File: config.mk
export PLATFORM = sky130hd
export DESIGN_NAME = mem_access_unit
export DESIGN_NICKNAME = d
export VERILOG_FILES = /design/src/rtl/mem_access_unit.sv
export SDC_FILE = /design/constraint.sdc
export NUM_CORES = 1
export LEC_CHECK = 0
export BUFFER_PORTS_ARGS = -buffer_cell sky130_fd_sc_hd__buf_2
export CORE_MARGIN = 5
export CORE_UTILIZATION = 25
export DETAILED_ROUTE_END_ITERATION = 8
export GPL_ROUTABILITY_DRIVEN = 0
export SYNTH_ARGS = -nofsm -noshare
export SYNTH_HDL_FRONTEND = slang
export SYNTH_SLANG_ARGS = --single-unit
File: constraint.sdc
create_clock -name clk -period 1.84 [get_ports clk]
set_clock_uncertainty 0.1 [all_clocks]
set_input_delay 0.276 -clock clk [delete_from_list [all_inputs] [get_ports clk]]
set_output_delay 0.276 -clock clk [all_outputs]
set_load 0.03 [all_outputs]
File: src/rtl/mem_access_unit.sv
// mem_access_unit: byte/halfword/word load-store front end for a word-only data memory.
// Sub-word stores are a two-cycle read-modify-write (IDLE latches the merge, WRITE commits it).
// Optional misalignment trap is enabled by defining MEM_MISALIGN_TRAP_EN.
module mem_access_unit #(
    parameter int WORDS_LOG2 = 10
) (
    input  logic        clk,
    input  logic        rst_n,
    input  logic        req_valid,
    output logic        req_ready,
    input  logic        req_wr,
    input  logic [1:0]  req_size,
    input  logic        req_signed,
    input  logic [31:0] req_addr,
    input  logic [31:0] req_wdata,
    output logic [31:0] mem_pos,
    output logic [31:0] mem_wdata,
    output logic        mem_wr,
    input  logic [31:0] mem_rdata,
    output logic        stall,
    output logic        rsp_valid,
    output logic [31:0] rsp_rdata,
    output logic        misalign,
    output logic [31:0] bad_addr
);
    localparam logic [0:0] IDLE  = 1'b0;
    localparam logic [0:0] WRITE = 1'b1;
    localparam logic [31:0] ADDR_MASK = ((32'd1 << (WORDS_LOG2 + 2)) - 32'd1) & ~32'd3;

    logic [0:0]  state_q, state_d;
    logic        rsp_valid_q, rsp_valid_d;
    logic [31:0] rsp_rdata_q, rsp_rdata_d;
    logic [31:0] merge_q, merge_d;
    logic [31:0] addr_q, addr_d;
    logic        idle, acc, mis, is_byte, is_half, is_word, sub_st;
    logic [4:0]  bsh, hsh;
    logic [7:0]  byte_v;
    logic [15:0] half_v;
    logic [31:0] load_ext, merged, aligned;

    // Decode the request, extract/extend load lanes and build the sub-word merge word.
    always_comb begin
        idle     = state_q == IDLE;
        acc      = req_valid && idle;
        is_byte  = req_size == 2'b00;
        is_half  = req_size == 2'b01;
        is_word  = req_size[1];
        aligned  = {req_addr[31:2], 2'b00} & ADDR_MASK;
        bsh      = {~req_addr[1:0], 3'b000};
        hsh      = {~req_addr[1], 4'b0000};
        byte_v   = 8'(mem_rdata >> bsh);
        half_v   = 16'(mem_rdata >> hsh);
        load_ext = is_byte ? {{24{req_signed && byte_v[7]}}, byte_v}
                 : is_half ? {{16{req_signed && half_v[15]}}, half_v}
                 : mem_rdata;
        merged   = is_byte ? (mem_rdata & ~(32'hFF << bsh)) | ({24'h0, req_wdata[7:0]} << bsh)
                 : (mem_rdata & ~(32'hFFFF << hsh)) | ({16'h0, req_wdata[15:0]} << hsh);
        sub_st   = acc && req_wr && !is_word && !mis;
    end

    // Memory-side and handshake outputs; writes are blocked while reset is held.
    always_comb begin
        req_ready   = idle;
        stall       = !idle || sub_st;
        mem_pos     = idle ? aligned : addr_q;
        mem_wdata   = idle ? req_wdata : merge_q;
        mem_wr      = rst_n && (idle ? (acc && req_wr && is_word && !mis) : 1'b1);
        state_d     = sub_st ? WRITE : IDLE;
        rsp_valid_d = acc && !req_wr && !mis;
        rsp_rdata_d = rsp_valid_d ? load_ext : rsp_rdata_q;
        merge_d     = sub_st ? merged : merge_q;
        addr_d      = sub_st ? aligned : addr_q;
    end

    // FSM, load response and read-modify-write holding registers.
    always_ff @(posedge clk or negedge rst_n) begin
        if (!rst_n) begin
            state_q     <= IDLE;
            rsp_valid_q <= 1'b0;
            rsp_rdata_q <= 32'h0;
            merge_q     <= 32'h0;
            addr_q      <= 32'h0;
        end else begin
            state_q     <= state_d;
            rsp_valid_q <= rsp_valid_d;
            rsp_rdata_q <= rsp_rdata_d;
            merge_q     <= merge_d;
            addr_q      <= addr_d;
        end
    end

    assign rsp_valid = rsp_valid_q;
    assign rsp_rdata = rsp_rdata_q;

`ifdef MEM_MISALIGN_TRAP_EN
    logic        misalign_q;
    logic [31:0] bad_addr_q;

    assign mis = req_valid && ((is_half && req_addr[0]) || (is_word && req_addr[1:0] != 2'b00));

    // Fault pulse and sticky faulting address for misaligned accepted requests.
    always_ff @(posedge clk or negedge rst_n) begin
        if (!rst_n) begin
            misalign_q <= 1'b0;
            bad_addr_q <= 32'h0;
        end else begin
            misalign_q <= acc && mis;
            bad_addr_q <= (acc && mis) ? req_addr : bad_addr_q;
        end
    end

    assign misalign = misalign_q;
    assign bad_addr = bad_addr_q;
`else
    assign mis      = 1'b0;
    assign misalign = 1'b0;
    assign bad_addr = 32'h0;
`endif
endmodule
# After elaboration in Yosys (flattened, before gate mapping)
# Index checks and enable logic that the tools add are counted.
[op_classes] n_reduce_logical=12 bitwise=9 eq_ne=1 muxes=7 shifts=6
[ops] op="$mux W32" count=4
[ops] op="$and A32 B32 Y32" count=2
[ops] op="$not A32 Y32" count=2
[ops] op="$or A32 B32 Y32" count=2
[ops] op="$shl A16 B5 Y32" count=1
[ops] op="$shl A16 B5 Y32 const A" count=1
[ops] op="$shl A8 B5 Y32" count=1
[ops] op="$shl A8 B5 Y32 const A" count=1
[ops] op="$shr A32 B5 Y16" count=1
[ops] op="$shr A32 B5 Y8" count=1
[ops] op="$mux W12" count=1
[ops] op="$logic_and A1 B1 Y1" count=8
[ops] op="$eq A2 B1 Y1 const B" count=1
[ops] op="$logic_not A1 Y1" count=2
[ops] op="$logic_not A2 Y1" count=1
[ops] op="$mux W1" count=2
[ops] op="$not A1 Y1" count=2
[ops] op="$not A2 Y2" count=1
[ops] op="$logic_or A1 B1 Y1" count=1
[word_totals] reg_bits=76 input_bits=103 output_inout_bits=133 word_cells=40

# Logic depth before layout (Yosys ltp)
# Gate-level depths: netlist of run 1.
[logic_depth] ltp_word=6 depth_mapped=7 ltp_nobuf=4

# Worst setup path after synthesis of run 1
# Ideal clock, no wire load.
[synth_path] path_type="flip-flop to output port" from="reg state_q" to="out mem_wr" required_ps=1464 path_stages_with_launch=5 arrival_ps=1791 setup_slack_ps=-327 cell_sequence="dfrtp_1 > buf_6 > clkbuf_1 > inv_1 > a21boi_0"
[synth_between] elab_chain_len=6
[synth_rtl] element="from (decl)" line="30" text="logic [0:0] state_q, state_d;"
[synth_rtl] element="from (signal assigned)" line="84" text="state_q <= state_d;"
[synth_rtl] element="$not A1 Y1" line="43" text="idle = state_q == IDLE;"
[synth_rtl] element="named net req_ready" line="10" text="output logic req_ready,"
[synth_rtl] element="$logic_and A1 B1 Y1" line="44" text="acc = req_valid && idle;"
[synth_rtl] element="$logic_and A1 B1 Y1 (2 in a row)" line="67" text="mem_wr = rst_n && (idle ? (acc && req_wr && is_word && !mis) : 1'b1);"
[synth_rtl] element="$mux W1" line="67"
[synth_rtl] element="$logic_and A1 B1 Y1" line="67"
[synth_rtl] element="to (decl)" line="18" text="output logic mem_wr,"
# The timed path passes the listed nets, and every way through them passes these cells.

# Worst setup path in the final report of run 1
[layout_path] from="reg state_q" to="out mem_wdata[8]"
[layout_between] elab_chain_len=1
[layout_rtl] element="$mux W32" line="66" text="mem_wdata = idle ? req_wdata : merge_q;"
[layout_rtl] element="to (decl)" line="17" text="output logic [31:0] mem_wdata,"
# No other way between the ends.

==> results.json, run 1 <==
{
  "cp_slowest_cell": "dfrtp_2",
  "dp_slack_ps": 117.4,
  "synth-edff-count": 0,
  "grt_max_degree": 50,
  "ys_warn_count": 0,
  "cp_num_buf_inv": 2,
  "yosysUniqueCellTypes": 43,
  "dr_wl_met2_mm": 8.877,
  "crit_fanout": 34,
  "rr_worst_depth": 5,
  "wl_per_cell_um": 18.12,
  "dp_hpwl_mm": 13.84,
  "htree_levels": 3,
  "cp_cell_sequence": "buf_12 -> mux2_2 -> buf_4",
  "power_leakage_nw": 2.934,
  "initial_core_util": 0.2535,
  "vias_per_cell": 4.693,
  "drt-met1-wl_mm": 7.569,
  "die-area_sq_mm": 0.02341,
  "crit_path_start_kind": "register",
  "route.detailed.drc": 0,
  "fin_crit_sh": 1.038,
  "drtIter0Drc": 461,
  "drt-total-wl_mm": 18.12,
  "p_per_area_mw_per_mm2": 888.3,
  "criticalPathCategory": "reg2out",
  "fin_ws_ps": -70.09,
  "drive_gt1_frac": 0.3585,
  "vias": 4693,
  "timing.slew.headroom": 0.6224,
  "cts_root_buf": "clkbuf_16",
  "hold_viol_final": 0,
  "grt.overflow.total": 0,
  "max_stage_delay_ps": 420,
  "finalSetupViolCount": 35,
  "async_reset_ff_frac": 1.000,
  "status": "finished, violations left",
  "clk_pin_slew_ps": 60,
  "hp-class": "in2reg",
  "dr_wl_met3_mm": 1.283,
  "grt_pass1_wl_mm": 27.11,
  "die_x_um": 153,
  "end_kind": "primary output",
  "ys.flop_type": "dfrtp_1",
  "cts_num_sinks": 76,
  "io_pins": 236,
  "clk_latency_ps": 340,
  "grt_pass1_vias": 4536,
  "cp_data_required_time_ps": 1460,
  "path_depth": 3,
  "worst-r2r-setup-slack_ps": 90,
  "final-max-slew-violation-count": 0,
  "layout_commonest_cell": "buf_2",
  "ir_worst_vdd_v": 0.0003414,
  "layout_common_cells": "buf_2, dfrtp_1, a21oi_1",
  "antenna_found_initial": 3,
  "cts_tree": "done",
  "dr.pass1.iters": 5,
  "io_buffers": 160,
  "row_count": 52,
  "arrival_ps": 1530,
  "final.setup.tns_ps": -2014,
  "syn-mean-instance-area_sq_um": 8.907,
  "rsz0062_at_grt": "yes",
  "synth_seq_cells": 76,
  "tightest_slew_ps": 566.3,
  "nNetsFinal": 827,
  "drtAntennaViolNets": 0,
  "holdPathStages": 3,
  "die_h_um": 153,
  "syn_area_sq_mm": 0.005112,
  "max_cap_violations": 0,
  "netlist_instances": 574,
  "cts_buffers": 9,
  "max_freq_ghz": 0.5235,
  "clock_path_buffers": 2,
  "seq_area_frac_synth": 0.3720,
  "core-area_sq_mm": 0.02017,
  "top_layer_used": "met5",
  "crit_family": "flip-flops",
  "violations": "setup timing",
  "grt.total_usage": 0.1476,
  "finalCriticalPeriod_ps": 1910,
  "area_delta_synth_final_pct": 25.67
}
power breakdown:
group | switching, mW | internal, mW
clock network | 0.698 | 1.04
registers | 0.183 | 1.97
logic | 1.20 | 0.615
registers in the layout (all words and copies together), names as in the netlist:
signal and count:
rsp_rdata 32, rsp_valid 1, merge_q 32, addr_q 10, state_q 1
through the flow:
stage	hold slack [ps]	std cells	power, mW	utilization	area, sq um
global route	44.71	999	6.016	0.3184	6422
global placement	37.97	981	3.949	0.2990	6031
floorplan	-119.6	628	3.434	-	5319
finish	36.08	1000	5.708	0.3185	6425
detailed placement	36.07	981	3.969	0.2990	6031
CTS	27.86	998	5.760	0.3181	6415
area by class of cell:
class,count,area [sq um]
Fill cell,2178,13740
Multi-Input combinational cell,442,2705
Sequential cell,76,1903
Timing Repair Buffer,190,1174
Tap cell,270,337.8
Clock buffer,12,236.5
Clock inverter,3,40.04
Inverter,5,23.77
Antenna cell,2,5.005
cell usage after synthesis, types with 2 or more instances:
cell	number	area, sq um
and2_1	15	93.84
a31oi_1	22	137.6
nor2b_1	2	12.51
mux2i_1	10	100.1
buf_4	60	450.4
nor3b_1	10	75.07
mux2_2	50	563.0
buf_6	5	56.30
o22ai_1	16	100.1
o21ai_0	26	130.1
nor2_1	41	153.9
a21oi_1	61	305.3
or3b_1	2	17.52
o311a_1	2	20.02
clkbuf_1	8	30.03
o21ai_1	8	40.04
or4_1	7	52.55
nand3_1	10	50.05
inv_1	3	11.26
o21bai_1	7	52.55
buf_2	31	155.2
dfrtp_1	76	1902
nand2_1	55	206.5
nor4b_1	7	61.31
a22oi_1	7	52.55
o31ai_1	16	120.1
final timing paths:
kind / start / end
max in group asynchronous: rst_n / rsp_rdata[6]
max: state_q / mem_wdata[8]
max reg2reg: state_q / rsp_rdata[24]
min reg2reg: addr_q[8] / addr_q[8]
min: req_addr[6] / addr_q[6]
min in group asynchronous: rst_n / addr_q[10]
cell families after synthesis:
logic type,Yosys count,synth area share
compound gates,170,0.1982
buf+inv,110,0.1407
flops,76,0.3720
mux,61,0.1341
other cells,1,0.0007335
simple gates,156,0.1542
what timing repair did:
| action | in CTS | in global routing |
|---|---|---|
| resized for setup | 35 | 2 |
| setup endpoints to repair | 43 | 58 |
| endpoints found under the hold margin | 10 | 0 |
| hold buffers | 1 | 0 |
| setup buffers | 1 | 0 |
tightest hold or removal path: stages:
cell and delay (ps):
buf_2 80, nand2_1 40, nand2_1 50
metal layers:
layer,up-vias,global-route usage
li1,2241,-
met1,2270,0.1853
met2,156,0.2436
met3,22,0.04495
met4,4,0.04709
met5,-,0
(Power assumes the default switching activity.)
==> run 2, diff against run 1 <==
CORE_UTILIZATION = 48   (was 25)
PLACE_DENSITY = 0.82   (was not set)
==> run 2 against run 1 <==
Compared with the run above:
- the run still ends with setup timing left
- combinational power is 16% higher
- power is 3.0% lower
- critical path depth is 1 higher
- sequential power hardly changed
- clock-buffer cell count is 3 higher
- sequential cell count stayed put
- non-clock buffer count is 7 higher
- final cell count is 12% lower
- hold slack hardly changed
==> results.json, run 2 (synthesized netlist as in run 1, its figures left out) <==
{
  "status": "finished, violations left",
  "violations": "setup timing",
  "layout_commonest_cell": "buf_2",
  "fin_crit_sh": 1.077,
  "initial_core_util": 0.4930,
  "grt_pass1_vias": 5056,
  "dr.pass1.iters": 5,
  "tightest_slew_ps": 759.6,
  "route.detailed.drc": 0,
  "grt_pass1_wl_mm": 26.67,
  "hold_viol_final": 0,
  "vias": 5357,
  "criticalPathCategory": "reg2out",
  "finalCriticalPeriod_ps": 1981,
  "cp_data_required_time_ps": 1460,
  "cts_root_buf": "clkbuf_8",
  "drtIter0Drc": 605,
  "total_power_mw": 5.538,
  "crit_path_start_kind": "register",
  "dp_hpwl_mm": 11.93,
  "dp_slack_ps": 16.82,
  "ir_worst_vdd_v": 0.0003528,
  "finalSetupViolCount": 44,
  "drt-total-wl_mm": 19.48,
  "core-area_sq_mm": 0.01037,
  "die-area_sq_mm": 0.01281,
  "end_kind": "primary output",
  "reg2reg_to": "rsp_rdata[4]",
  "fin_ws_ps": -141.4,
  "grt.total_usage": 0.2632,
  "holdWs_ps": 35.69,
  "met1_usage": 0.3220,
  "wl_per_cell_um": 22.19,
  "max_freq_ghz": 0.5047,
  "row_count": 37,
  "cts_num_sinks": 76,
  "rsz0062_at_grt": "yes",
  "grt_use_met3": 0.06684,
  "arrival_ps": 1610,
  "rr_worst_depth": 6,
  "io_pins": 236,
  "drtAntennaViolNets": 0,
  "area_delta_synth_final_pct": 35.95,
  "clk_latency_ps": 370,
  "grt.overflow.total": 0,
  "max_cap_violations": 0,
  "worst-r2r-setup-slack_ps": -30,
  "power_leakage_nw": 3.156,
  "clk_pin_slew_ps": 80,
  "drive_gt1_frac": 0.4154,
  "grt_max_degree": 77,
  "cts_buffers": 9,
  "crit_end": "mem_wdata[20]",
  "die_x_um": 113.2,
  "cts_tree": "done",
  "io_buffers": 160,
  "p_per_area_mw_per_mm2": 796.8,
  "busiest_layer": "met2",
  "clock_path_buffers": 2,
  "vias_per_cell": 6.101,
  "met2_usage": 0.4360,
  "antenna_found_initial": 1,
  "final-max-slew-violation-count": 0,
  "layout_common_cells": "buf_2, dfrtp_1, conb_1",
  "htree_levels": 3,
  "crit_start": "state_q",
  "r2r-start": "state_q",
  "nNetsFinal": 837,
  "die_h_um": 113.2,
  "hp-class": "in2reg",
  "timing.slew.headroom": 0.4919,
  "crit_fanout": 10
}
## run 2: cell types whose count changed in the layout (fill, tap and decap cells not counted), sizes merged
| cell | before | now |
|---|---|---|
| inv | 4 | 6 |
| or3b | 2 | 3 |
| clkinv | 3 | 2 |
| clkbuf | 13 | 20 |
| buf | 188 | 191 |
| bufinv | 1 | 0 |
| diode | 2 | 3 |
## run 2: worst min-delay path by stage
stage,from,end,depth (start not counted)
detailed placement,rst_n,merge_q[3],2
global placement,rst_n,addr_q[10],2
global route,req_addr[9],addr_q[9],3
finish,req_addr[7],addr_q[7],3
CTS,req_addr[2],addr_q[2],3
floorplan,rst_n,addr_q[10],0
## run 2: power by group
part	switching (mW)	internal (mW)	leakage, nW
Clock	0.640	0.638	0.0998
Combinational	1.34	0.764	2.16
Sequential	0.185	1.97	0.898
## run 2: cell type report
type	instances	area [sq um]
Multi-Input combinational cell	443	3018
Sequential cell	76	1903
Antenna cell	3	7.507
Inverter	5	31.28
Fill cell	781	3420
Timing Repair Buffer	197	1612
Timing Repair inverter	2	17.52
Clock inverter	1	5.005
Tap cell	136	170.2
Clock buffer	15	186.4
## run 2: critical path, cell delays in order, from the launching register on
cell,delay [ps]
dfrtp_2,430
buf_6,150
buf_16,140
mux2_2,360
buf_6,150
## run 2: layer usage
metal,routed length [um],vias to the layer above
met5,0,-
met4,1175,0
met3,2052,113
met2,9322,410
met1,6928,2561
li1,-,2273
## run 2: stage by stage
step | instance area (sq um) | instances | TNS [ps] | util
3_3_place_gp | 5811 | 840 | 0 | 0.5603
5_1_grt | 6945 | 876 | -5407 | 0.6698
6_report | 6950 | 878 | -4476 | 0.6702
4_1_cts | 6352 | 863 | -2560 | 0.6126
2_1_floorplan | 5319 | 628 | 0 | -
3_5_place_dp | 5811 | 840 | 0 | 0.5603
## run 2: timing repair
item / 4_1_cts / 5_1_grt
hold buffers: 1 / 0
pin swaps: 0 / 15
cloned: 3 / 9
resized for setup: 78 / 90
setup buffers: 3 / 3
endpoints found under the setup margin: 43 / 71
hold endpoints to repair: 76 / 0
==> run 3, diff against run 2 <==
PLACE_DENSITY = 0.85   (was 0.82)
==> run 3 against run 2 <==
Compared with the run above:
- the run still ends with setup timing left
- largest cell class unchanged
- sequential cell count did not move
- power is 2.0% higher
- clock-buffer cell count shrank 3
- non-clock buffer count decreased by 6
- die area is the same
- final area decreased by 7.7%
==> results.json, run 3 (synthesized netlist as in run 1, its figures left out) <==
{
  "die_x_um": 113.2,
  "layout_commonest_cell": "buf_2",
  "arrival_ps": 1570,
  "n_antenna_cell": 0,
  "grt_pass1_wl_mm": 25.36,
  "wl_per_cell_um": 19.26,
  "htree_levels": 3,
  "route.detailed.drc": 0,
  "timing.slew.headroom": 0.6348,
  "core-area_sq_mm": 0.01037,
  "cts_buffers": 9,
  "power_leakage_nw": 2.983,
  "clk_latency_ps": 360,
  "end_kind": "primary output",
  "dp_hpwl_mm": 11.33,
  "vias": 4972,
  "tightest_slew_ps": 547.9,
  "die_h_um": 113.2,
  "violations": "setup timing",
  "final-max-slew-violation-count": 0,
  "cp_data_required_time_ps": 1460,
  "fin_crit_sh": 1.057,
  "p_per_area_mw_per_mm2": 880.6,
  "drtAntennaViolNets": 0,
  "crit_fanout": 11,
  "criticalPathCategory": "reg2out",
  "area_delta_synth_final_pct": 25.43,
  "status": "finished, violations left",
  "row_count": 37,
  "rsz0062_at_grt": "yes",
  "nNetsFinal": 828,
  "initial_core_util": 0.4930,
  "finalCriticalPeriod_ps": 1945,
  "drtIter0Drc": 504,
  "grt.total_usage": 0.2510,
  "max_cap_violations": 0,
  "clk_pin_slew_ps": 80,
  "die-area_sq_mm": 0.01281,
  "vias_per_cell": 5.741,
  "grt_pass1_vias": 4729,
  "fin_ws_ps": -104.9,
  "max_freq_ghz": 0.5142,
  "cts_tree": "done",
  "io_pins": 236,
  "finalSetupViolCount": 44,
  "antenna_found_initial": 1,
  "hp-class": "in2reg",
  "drt-total-wl_mm": 16.68,
  "layout_common_cells": "buf_2, dfrtp_1, a21oi_1",
  "drive_gt1_frac": 0.3658,
  "hold_viol_final": 0,
  "io_buffers": 160,
  "cts_num_sinks": 76,
  "grt_max_degree": 77,
  "cts_root_buf": "clkbuf_8",
  "n_fill_cell": 869,
  "grt.overflow.total": 0,
  "ir_worst_vdd_v": 0.0004399,
  "dp_slack_ps": 87.59,
  "clock_path_buffers": 2,
  "dr.pass1.iters": 6,
  "fin_util": 0.6184,
  "crit_path_start_kind": "register"
}
run 3: cell count changes in the layout (fill, tap and decap cells not counted), sizes merged:
cell and delta:
clkbuf -6, buf -4, bufinv +3, diode -3
inv -2, bufbuf +1, or3b -1
run 3: layer usage:
layer	share of wire	up-vias	global-route usage
li1	-	2238	-
met1	0.38	2379	0.3205
met2	0.48	309	0.3997
met3	0.10	44	0.06417
met4	0.031	2	0.1154
met5	0.0012	-	0
run 3: final timing paths:
kind | end | cells past startpoint | from | slack [ps]
hold reg to reg | addr_q[2] | 2 | addr_q[2] | 380
setup reg to reg | rsp_rdata[3] | 5 | state_q | 20
min in group asynchronous | addr_q[4] | 3 | rst_n | 400
setup / recovery | mem_wdata[18] | 3 | state_q | -100
hold / removal | addr_q[10] | 3 | req_addr[10] | 20
max in group asynchronous | state_q | 3 | rst_n | 910
run 3: layout make-up:
class	instances	area (sq um)	area share
clock buffer	12	155.1	0.02420
clock inverter	4	95.09	0.01483
inverter	5	23.77	0.003707
multi-input combinational	442	2724	0.4248
sequential	76	1903	0.2968
tap	136	170.2	0.02654
timing repair buffer	191	1341	0.2092
run 3: worst max-delay path: stages (launching register included):
cell	delay (ps)
dfrtp_2	390
bufbuf_16	290
mux2_2	360
buf_4	170
run 3: timing repair:
action / in CTS / in global routing
hold buffers: 1 / 0
pin swaps: 0 / 2
resized for setup: 68 / 7
cloned: 2 / 1
endpoints found under the hold margin: 76 / 0
setup endpoints to repair: 44 / 47
setup buffers: 2 / 1
run 3: power breakdown:
| group | internal (mW) | total (mW) | leakage, nW | switching [mW] |
|---|---|---|---|---|
| logic | 0.661 | 1.89 | 1.96 | 1.23 |
| clock network | 0.974 | 1.62 | 0.127 | 0.650 |
| registers | 1.97 | 2.13 | 0.898 | 0.168 |
| total | 3.60 | 5.65 | 2.98 | 2.04 |
run 3: metrics by stage:
stage               instance area (sq um)  TNS (ps)  hold slack [ps]  std cells  power (mW)
global placement                     5821         0            251.6        843       3.868
floorplan                            5319         0           -119.6        628       3.434
CTS                                  6361     -2863            10.73        864       5.611
finish                               6412     -3688            17.20        866       5.647
global route                         6412     -4429            23.84        866       5.903
detailed placement                   5821         0            252.8        843       3.905
